File: src/rtl/kpyd_pkg.sv
// Keypad scanner shared types, constants and row-decode helpers.
// Build option KPYD_GHOST_REJECT_EN is consumed by kpyd_scanner.
package kpyd_pkg;

   localparam int unsigned KPYD_ROWS = 4;
   localparam int unsigned KPYD_COLS = 4;

   typedef enum logic [1:0] {
      SCAN,
      CONFIRM,
      HELD,
      RELEASE
   } kpyd_state_e;

   typedef logic [3:0] key_code_t;

   // Index of the lowest-numbered row that is pulled low.
   function automatic logic [1:0] lowest_low(input logic [KPYD_ROWS-1:0] rows);
      logic [1:0] idx;
      idx = '0;
      for (int unsigned i = KPYD_ROWS; i > 0; i--) begin
         if (!rows[i-1]) idx = 2'(i - 1);
      end
      return idx;
   endfunction

   // True when two or more rows are low at once.
   function automatic logic multi_low(input logic [KPYD_ROWS-1:0] rows);
      int unsigned n;
      n = 0;
      for (int unsigned i = 0; i < KPYD_ROWS; i++) begin
         if (!rows[i]) n++;
      end
      return (n > 1);
   endfunction

endpackage

File: src/rtl/kpyd_sync.sv
// Two-flop synchronizer, async active-low reset to all-ones (idle rows).
module kpyd_sync #(
   parameter int unsigned width_p = 4
) (
   input  logic               clk,
   input  logic               rst_n,
   input  logic [width_p-1:0] d,
   output logic [width_p-1:0] q
);

   logic [width_p-1:0] meta;

   // Two-stage capture of the asynchronous input.
   always_ff @(posedge clk or negedge rst_n) begin
      if (!rst_n) begin
         meta <= '1;
         q    <= '1;
      end else begin
         meta <= d;
         q    <= meta;
      end
   end

endmodule

File: src/rtl/kpyd_scanner.sv
// 4x4 keypad scanner and debouncer.
// Build option: KPYD_GHOST_REJECT_EN rejects samples with more than one
// row low (in SCAN) and aborts confirmation on a second low row.
module kpyd_scanner
   import kpyd_pkg::*;
#(
   parameter int unsigned debounce_cycles_p = 16,
   parameter int unsigned scan_cycles_p     = 4
) (
   input  logic       clk_i,
   input  logic       reset_n_i,
   input  logic [3:0] row_i,
   output logic [3:0] col_o,
   output logic       debounce_o,
   output logic [3:0] key_o
);

   localparam int unsigned CNT_W = $clog2(debounce_cycles_p);
   localparam int unsigned DW_W  = $clog2(scan_cycles_p);
   localparam logic [CNT_W-1:0] CNT_LAST = CNT_W'(debounce_cycles_p - 1);
   localparam logic [DW_W-1:0]  DW_LAST  = DW_W'(scan_cycles_p - 1);

   logic [3:0]       row_s;
   kpyd_state_e      state_r, state_n;
   logic [1:0]       col_r, col_n;
   logic [1:0]       row_r, row_n;
   logic [DW_W-1:0]  dwell_r, dwell_n;
   logic [CNT_W-1:0] cnt_r, cnt_n;
   logic             deb_r, deb_n;
   key_code_t        key_r, key_n;
   logic             row_hit;
   logic             many_low;
   logic             key_seen;

   kpyd_sync #(.width_p(KPYD_ROWS)) u_sync (
      .clk   (clk_i),
      .rst_n (reset_n_i),
      .d     (row_i),
      .q     (row_s)
   );

   assign col_o      = ~(4'b0001 << col_r);
   assign debounce_o = deb_r;
   assign key_o      = key_r;

   // State and datapath registers.
   always_ff @(posedge clk_i or negedge reset_n_i) begin
      if (!reset_n_i) begin
         state_r <= SCAN;
         col_r   <= '0;
         row_r   <= '0;
         dwell_r <= '0;
         cnt_r   <= '0;
         deb_r   <= 1'b0;
         key_r   <= '0;
      end else begin
         state_r <= state_n;
         col_r   <= col_n;
         row_r   <= row_n;
         dwell_r <= dwell_n;
         cnt_r   <= cnt_n;
         deb_r   <= deb_n;
         key_r   <= key_n;
      end
   end

   // Next-state: scan columns, then debounce press and release on the captured row.
   always_comb begin
      state_n  = state_r;
      col_n    = col_r;
      row_n    = row_r;
      dwell_n  = dwell_r;
      cnt_n    = cnt_r;
      deb_n    = deb_r;
      key_n    = key_r;
      row_hit  = ~row_s[row_r];
      many_low = multi_low(row_s);
`ifdef KPYD_GHOST_REJECT_EN
      key_seen = ~&row_s && !many_low;
`else
      key_seen = ~&row_s;
`endif
      case (state_r)
         SCAN: begin
            if (dwell_r == DW_LAST) begin
               dwell_n = '0;
               if (key_seen) begin
                  row_n   = lowest_low(row_s);
                  cnt_n   = '0;
                  state_n = CONFIRM;
               end else begin
                  col_n = col_r + 2'd1;
               end
            end else begin
               dwell_n = dwell_r + DW_W'(1);
            end
         end
         CONFIRM: begin
`ifdef KPYD_GHOST_REJECT_EN
            if (many_low) begin
               dwell_n = '0;
               state_n = SCAN;
            end else
`endif
            if (row_hit) begin
               if (cnt_r == CNT_LAST) begin
                  state_n = HELD;
                  deb_n   = 1'b1;
                  key_n   = {row_r, col_r};
               end else begin
                  cnt_n = cnt_r + CNT_W'(1);
               end
            end else begin
               dwell_n = '0;
               state_n = SCAN;
            end
         end
         HELD: begin
            if (!row_hit) begin
               cnt_n   = '0;
               state_n = RELEASE;
            end
         end
         RELEASE: begin
            if (!row_hit) begin
               if (cnt_r == CNT_LAST) begin
                  state_n = SCAN;
                  deb_n   = 1'b0;
                  col_n   = col_r + 2'd1;
                  dwell_n = '0;
               end else begin
                  cnt_n = cnt_r + CNT_W'(1);
               end
            end else begin
               state_n = HELD;
            end
         end
         default: state_n = SCAN;
      endcase
   end

endmodule

File: config.mk
export PLATFORM = sky130hd
export DESIGN_NAME = kpyd_scanner
export DESIGN_NICKNAME = d
export VERILOG_FILES = /design/src/rtl/kpyd_pkg.sv /design/src/rtl/kpyd_sync.sv /design/src/rtl/kpyd_scanner.sv
export SDC_FILE = /design/constraint.sdc
export NUM_CORES = 1
export LEC_CHECK = 0
export CAP_MARGIN = 10
export CORE_ASPECT_RATIO = 0.8
export CORE_MARGIN = 3
export CORE_UTILIZATION = 24
export CTS_CLUSTER_SIZE = 8
export DETAILED_ROUTE_END_ITERATION = 8
export GPL_TIMING_DRIVEN = 0
export PLACE_DENSITY = 0.41
export REMOVE_ABC_BUFFERS = 1
export SKIP_CTS_REPAIR_TIMING = 1
export SYNTH_ARGS = -nofsm -noshare
export SYNTH_HDL_FRONTEND = slang
export SYNTH_SLANG_ARGS = --single-unit
File: constraint.sdc
create_clock -name clk_i -period 2.1 [get_ports clk_i]
set_input_delay 0.315 -clock clk_i [delete_from_list [all_inputs] [get_ports clk_i]]
set_output_delay 0.315 -clock clk_i [all_outputs]
set_load 0.02 [all_outputs]
# Word level (Yosys, flattened, before mapping)
# Cells that the tools add are included.
# op_classes
addsub	3
n_lt_le_gt_ge	1
eq_ne	16
shift	1
muxes	35
bitwise_logic	3
reduce_logical	12
# ops
operator	n
$mux 2	18
$mux 4	6
$reduce_and 5->1	4
$ne 2x2->1 const B	9
$pmux 4 s4	1
$pmux 2 s4	1
$reduce_and 4->1	2
$eq 2x2->1 const B	3
$ne 3x3->1 const B	2
$pmux 2 s3	1
$reduce_and 3->1	2
$mux 1	5
$add 2x1->2 const B	2
$add 4x1->4 const B	1
$eq 4x4->1 const B	1
$not 4->4	1
$pmux 2 s2	1
$reduce_bool 2->1	2
$shl 1x2->4 const A	1
$lt 2x3->1 const B	1
$reduce_bool 3->1	1
$bmux 1 s2	1
$eq 2x1->1 const B	1
$logic_not 2->1	1
2 further kinds	3
# totals
register_bits	25
inputBits	6
out_inout_bits	9
word_cells	80

# Depth between registers and ports, before layout
# logic_depth
ltp_word	4
ltp_mapped	7
depth_no_buf	7

# By module
# A second synthesis with hierarchy kept.
# unflattened
hier_cells	113
hier_area_um2	1249.9
# by_module_without_submodules
mod	n_inst	cells_each	area_each_um2	seq_area_each_um2
kpyd_scanner	1	105	1039.7	425.4
kpyd_sync	1	8	210.2	210.2

# Worst setup path after synthesis
# OpenSTA, ideal clock, no wires.
# synth_timing
kind	reg2reg
from	reg row_r[0]
to	reg cnt_r[0]
setup_ps	125
arrival_time_ps	1772
t_required_ps	1975
path_slack_ps	204
stages_incl_launch_ff	6
n_path_buf	1
period_less_slack_ps	1896
path_cell_list	dfrtp_1 mux4_2 buf_6 mux2i_1 a21oi_1 mux2_2
# synth_via
elab_chain_len	4
word_cells_on_any_way	6
classes_between	eq/ne (3); mux (2); reduce/logical (1)
# synth_lines
element	line_no	rtl
from (decl)	kpyd_scanner.sv:26	logic [1:0] row_r, row_n;
from (signal assigned)	kpyd_scanner.sv:59	row_r <= row_n;
$bmux 1 s2 *	kpyd_scanner.sv:76	row_hit = ~row_s[row_r];
$mux 1 (not written as such) *	kpyd_scanner.sv:76	
$ne 2x2->1 (no source line)	--	
$reduce_and 5->1 (no source line) *	--	
to (signal assigned)	kpyd_scanner.sv:61	cnt_r <= cnt_n;
to (decl)	kpyd_scanner.sv:28	logic [CNT_W-1:0] cnt_r, cnt_n;
# Mark *: on every way between the ends. The rest lies on a longest branch, timed or not. The select of a mux whose other input is x is not followed.
# A chain may end at the register's enable or synchronous reset.

# Final worst setup path
# layout_timing
from	reg state_r[0]
to	reg cnt_r[0]
# layout_via
elab_chain_len	3
word_cells_on_any_way	11
classes_between	eq/ne (8); mux (1); reduce/logical (2)
# layout_lines
element	line_no	rtl
from (decl)	kpyd_scanner.sv:24	kpyd_state_e state_r, state_n;
from (signal assigned)	kpyd_scanner.sv:57	state_r <= state_n;
$eq 2x1->1 (tied with other cells)	kpyd_scanner.sv:83	case (state_r)
$ne 2x2->1 (no source line)	--	
$reduce_and 5->1 (no source line)	--	
# Parallel ways exist; a longest one is shown, timed or not.

==> results.yml <==
outcome:
  outcome: "complete, no violations"
critical_path:
  worstPathMaxFanout: 6
  cp-start-kind: "register"
  critPathKind: "register to register"
  worstSetupEndpointType: "register"
  critPathArrivalTime_ns: 2.23
  worst_ep_required_time_ns: 2.27
timing:
  setup_ws_ns: 0.0316
  tightestPinTransition_ns: 0.463
  maxSlewViolCount: 0
  relSlewSlack_pct: 69.1
  setup_viol: 0
  fin_skew_ns: 0.00238
  hold_viol_final: 0
  hold_ws_ns: 0.356
  fmax_mhz: 483
  fin_setup_tns_ns: 0
  post-route-min-period_ns: 2.07
  finalCritPeriodShare_pct: 98.5
clocking:
  h-tree-depth: 1
  clk_pin_slew_ns: 0.09
  cts_root_buf: "clkbuf_8"
  cts_buffers: 3
  clk_latency_ns: 0.27
  cts_tree: "done"
  clkSinkCount: 25
  clockBufferDepth: 2
synth:
  synth-main-ff-cell: "dfrtp_1"
  synth_area_sq_um: 1260
  synth-seq-area-share_pct: 50.4
  ys_ff_latch: 25
  synth_edf_count: 0
  synthArstFlopShare_pct: 100
  yosysWarnings: 0
  syn_area_per_cell_sq_um: 11.2
  syn_inst: 112
  synth.distinct_cells: 32
route:
  num_vias: 877
  dr.pass1.iters: 4
  drc_errors: 0
  wl_um: 2270
  drtIter0Drc: 48
  ant_nets: 0
  vias_per_cell: 4.64
  routedWlPerCell_um: 12.0
floorplan:
  io_pins: 15
  die_w_um: 87.0
  die_y_um: 70.8
  core-area_sq_um: 4820
  die_area_sq_um: 6160
  rows: 22
  start_util_pct: 26.2
global_route:
  grt_pass1_wl_um: 3820
  globalRouteOverflowTotal: 0
  grt_max_degree: 26
  grt_usage_pct: 7.83
  grt_pass1_vias: 796
  antenna_found_initial: 0
worst_hold_path:
  hold_path_class: "primary input to asynchronous set/reset pin"
placement:
  gp_congestion: 0.730
  postPlaceCellArea_sq_um: 1460
  place.port_buffers: 14
  post-place-ws_ns: -0.0693
  hpwlAfterDp_um: 1680
final_layout:
  diodes: 0
  drive_gt1_share_pct: 20.9
  fillers: 482
  postLayoutCellArea_sq_um: 1560
  area_delta_synth_final_pct: 23.4
  layout.nets: 146
  multi_input_area_sq_um: 571
  area.sequential_sq_um: 636
pwr:
  ir_worst_vdd_mv: 0.469
  p_leak_uw: 0.000673
  power_uw: 2060
  cellPowerDensity_nw_per_um2: 1320
run:
  cap_violations: 0
-- where the power goes --
group          total (uW)  leakage (uW)  internal [uW]  switching, uW
logic                1040      0.000343            470            566
clock network         303     0.0000261            139            164
registers             717      0.000304            604            112
total                2060      0.000673           1210            843
-- critical path, cell delays in order, from the launching register on --
cell      delay (ns)
dfrtp_1         0.47
inv_1           0.13
ha_1            0.27
a311oi_1        0.30
mux2i_1         0.18
a21oi_2         0.27
mux2_2          0.36
-- kinds of logic after synthesis --
group                      synth area share, %
AOI/OAI and AO/OA                         13.4
xor gates and xnor gates                 0.695
adders and majority gates                 9.93
buffers and inverters                     5.66
DFF                                       50.4
muxes                                     9.93
and+or+nand+nor                           9.93
-- flip-flops by register name (all words and copies together), names as in the netlist, named ones only --
register / flops
state_r: 1
u_sync.meta: 4
col_r: 2
cnt_r: 4
dwell_r: 2
row_r: 2
debounce_o: 1
key_o: 4
u_sync.q: 4
-- final timing paths --
kind / startpoint / to / slack [ns] / depth (start not counted)
max in group asynchronous: reset_n_i / u_sync.q[1]$_DFF_PN1_ / 1.22 / 2
worst min register to register: u_sync.meta[0]$_DFF_PN1_ / u_sync.q[0]$_DFF_PN1_ / 0.36 / 0
min in group clk_i: u_sync.meta[0]$_DFF_PN1_ / u_sync.q[0]$_DFF_PN1_ / 0.36 / 0
worst min-delay path: reset_n_i / asynchronous set/reset pin / 0.36 / 1
worst max register to register: state_r[0]$_DFFE_PN0P_ / cnt_r[0]$_DFFE_PN0P_ / 0.03 / 6
worst max-delay path: state_r[0]$_DFFE_PN0P_ / cnt_r[0]$_DFFE_PN0P_ / 0.03 / 6
-- cell usage in the layout, fill, tap and decap left out, types with 2 or more instances in the layout --
master / n
nand2_1: 7
inv_1: 15
nor2_1: 3
clkbuf_8: 3
a31oi_1: 7
dfstp_2: 8
nand2b_1: 3
mux2i_1: 2
clkdlybuf4s50_1: 14
a21oi_1: 5
dfrtp_1: 17
nand3b_1: 2
ha_1: 10
o21ai_0: 6
mux2_2: 6
-- routing by layer --
metal | GRT usage (%) | vias up | part of all wire [%]
met5 | 0 | - | 0
met4 | 2.08 | 0 | 0.79
met3 | 2.79 | 2 | 4.1
met2 | 12.1 | 17 | 48
met1 | 10.3 | 430 | 47
li1 | - | 428 | -
-- through the flow --
stage,cells,utilization [%]
5_1_grt,189,32.3
2_1_floorplan,110,-
3_5_place_dp,184,30.3
4_1_cts,188,31.4
3_3_place_gp,184,30.3
6_report,189,32.3
-- Yosys cell counts (all sizes together), types with 2 or more instances --
master   n  area share, %
dfrtp   17             34
inv     15            4.5
ha      10            9.9
dfstp    8             17
a21oi    7            3.7
a31oi    7            3.5
mux2     7            6.6
nand2    7            2.1
o21ai    6            2.4
nor2     4            1.2
nand2b   3            1.5
mux2i    2            1.6
nand3b   2            1.2
-- cell type report --
type / instances / share of cell area, %
timing repair buffer: 15 / 10.8
tap: 60 / 4.83
clock buffer: 3 / 2.65
multi-input combinational: 70 / 36.7
inverter: 15 / 3.62
clock inverter: 1 / 0.563
sequential: 25 / 40.9
(Power assumes the default switching activity.)
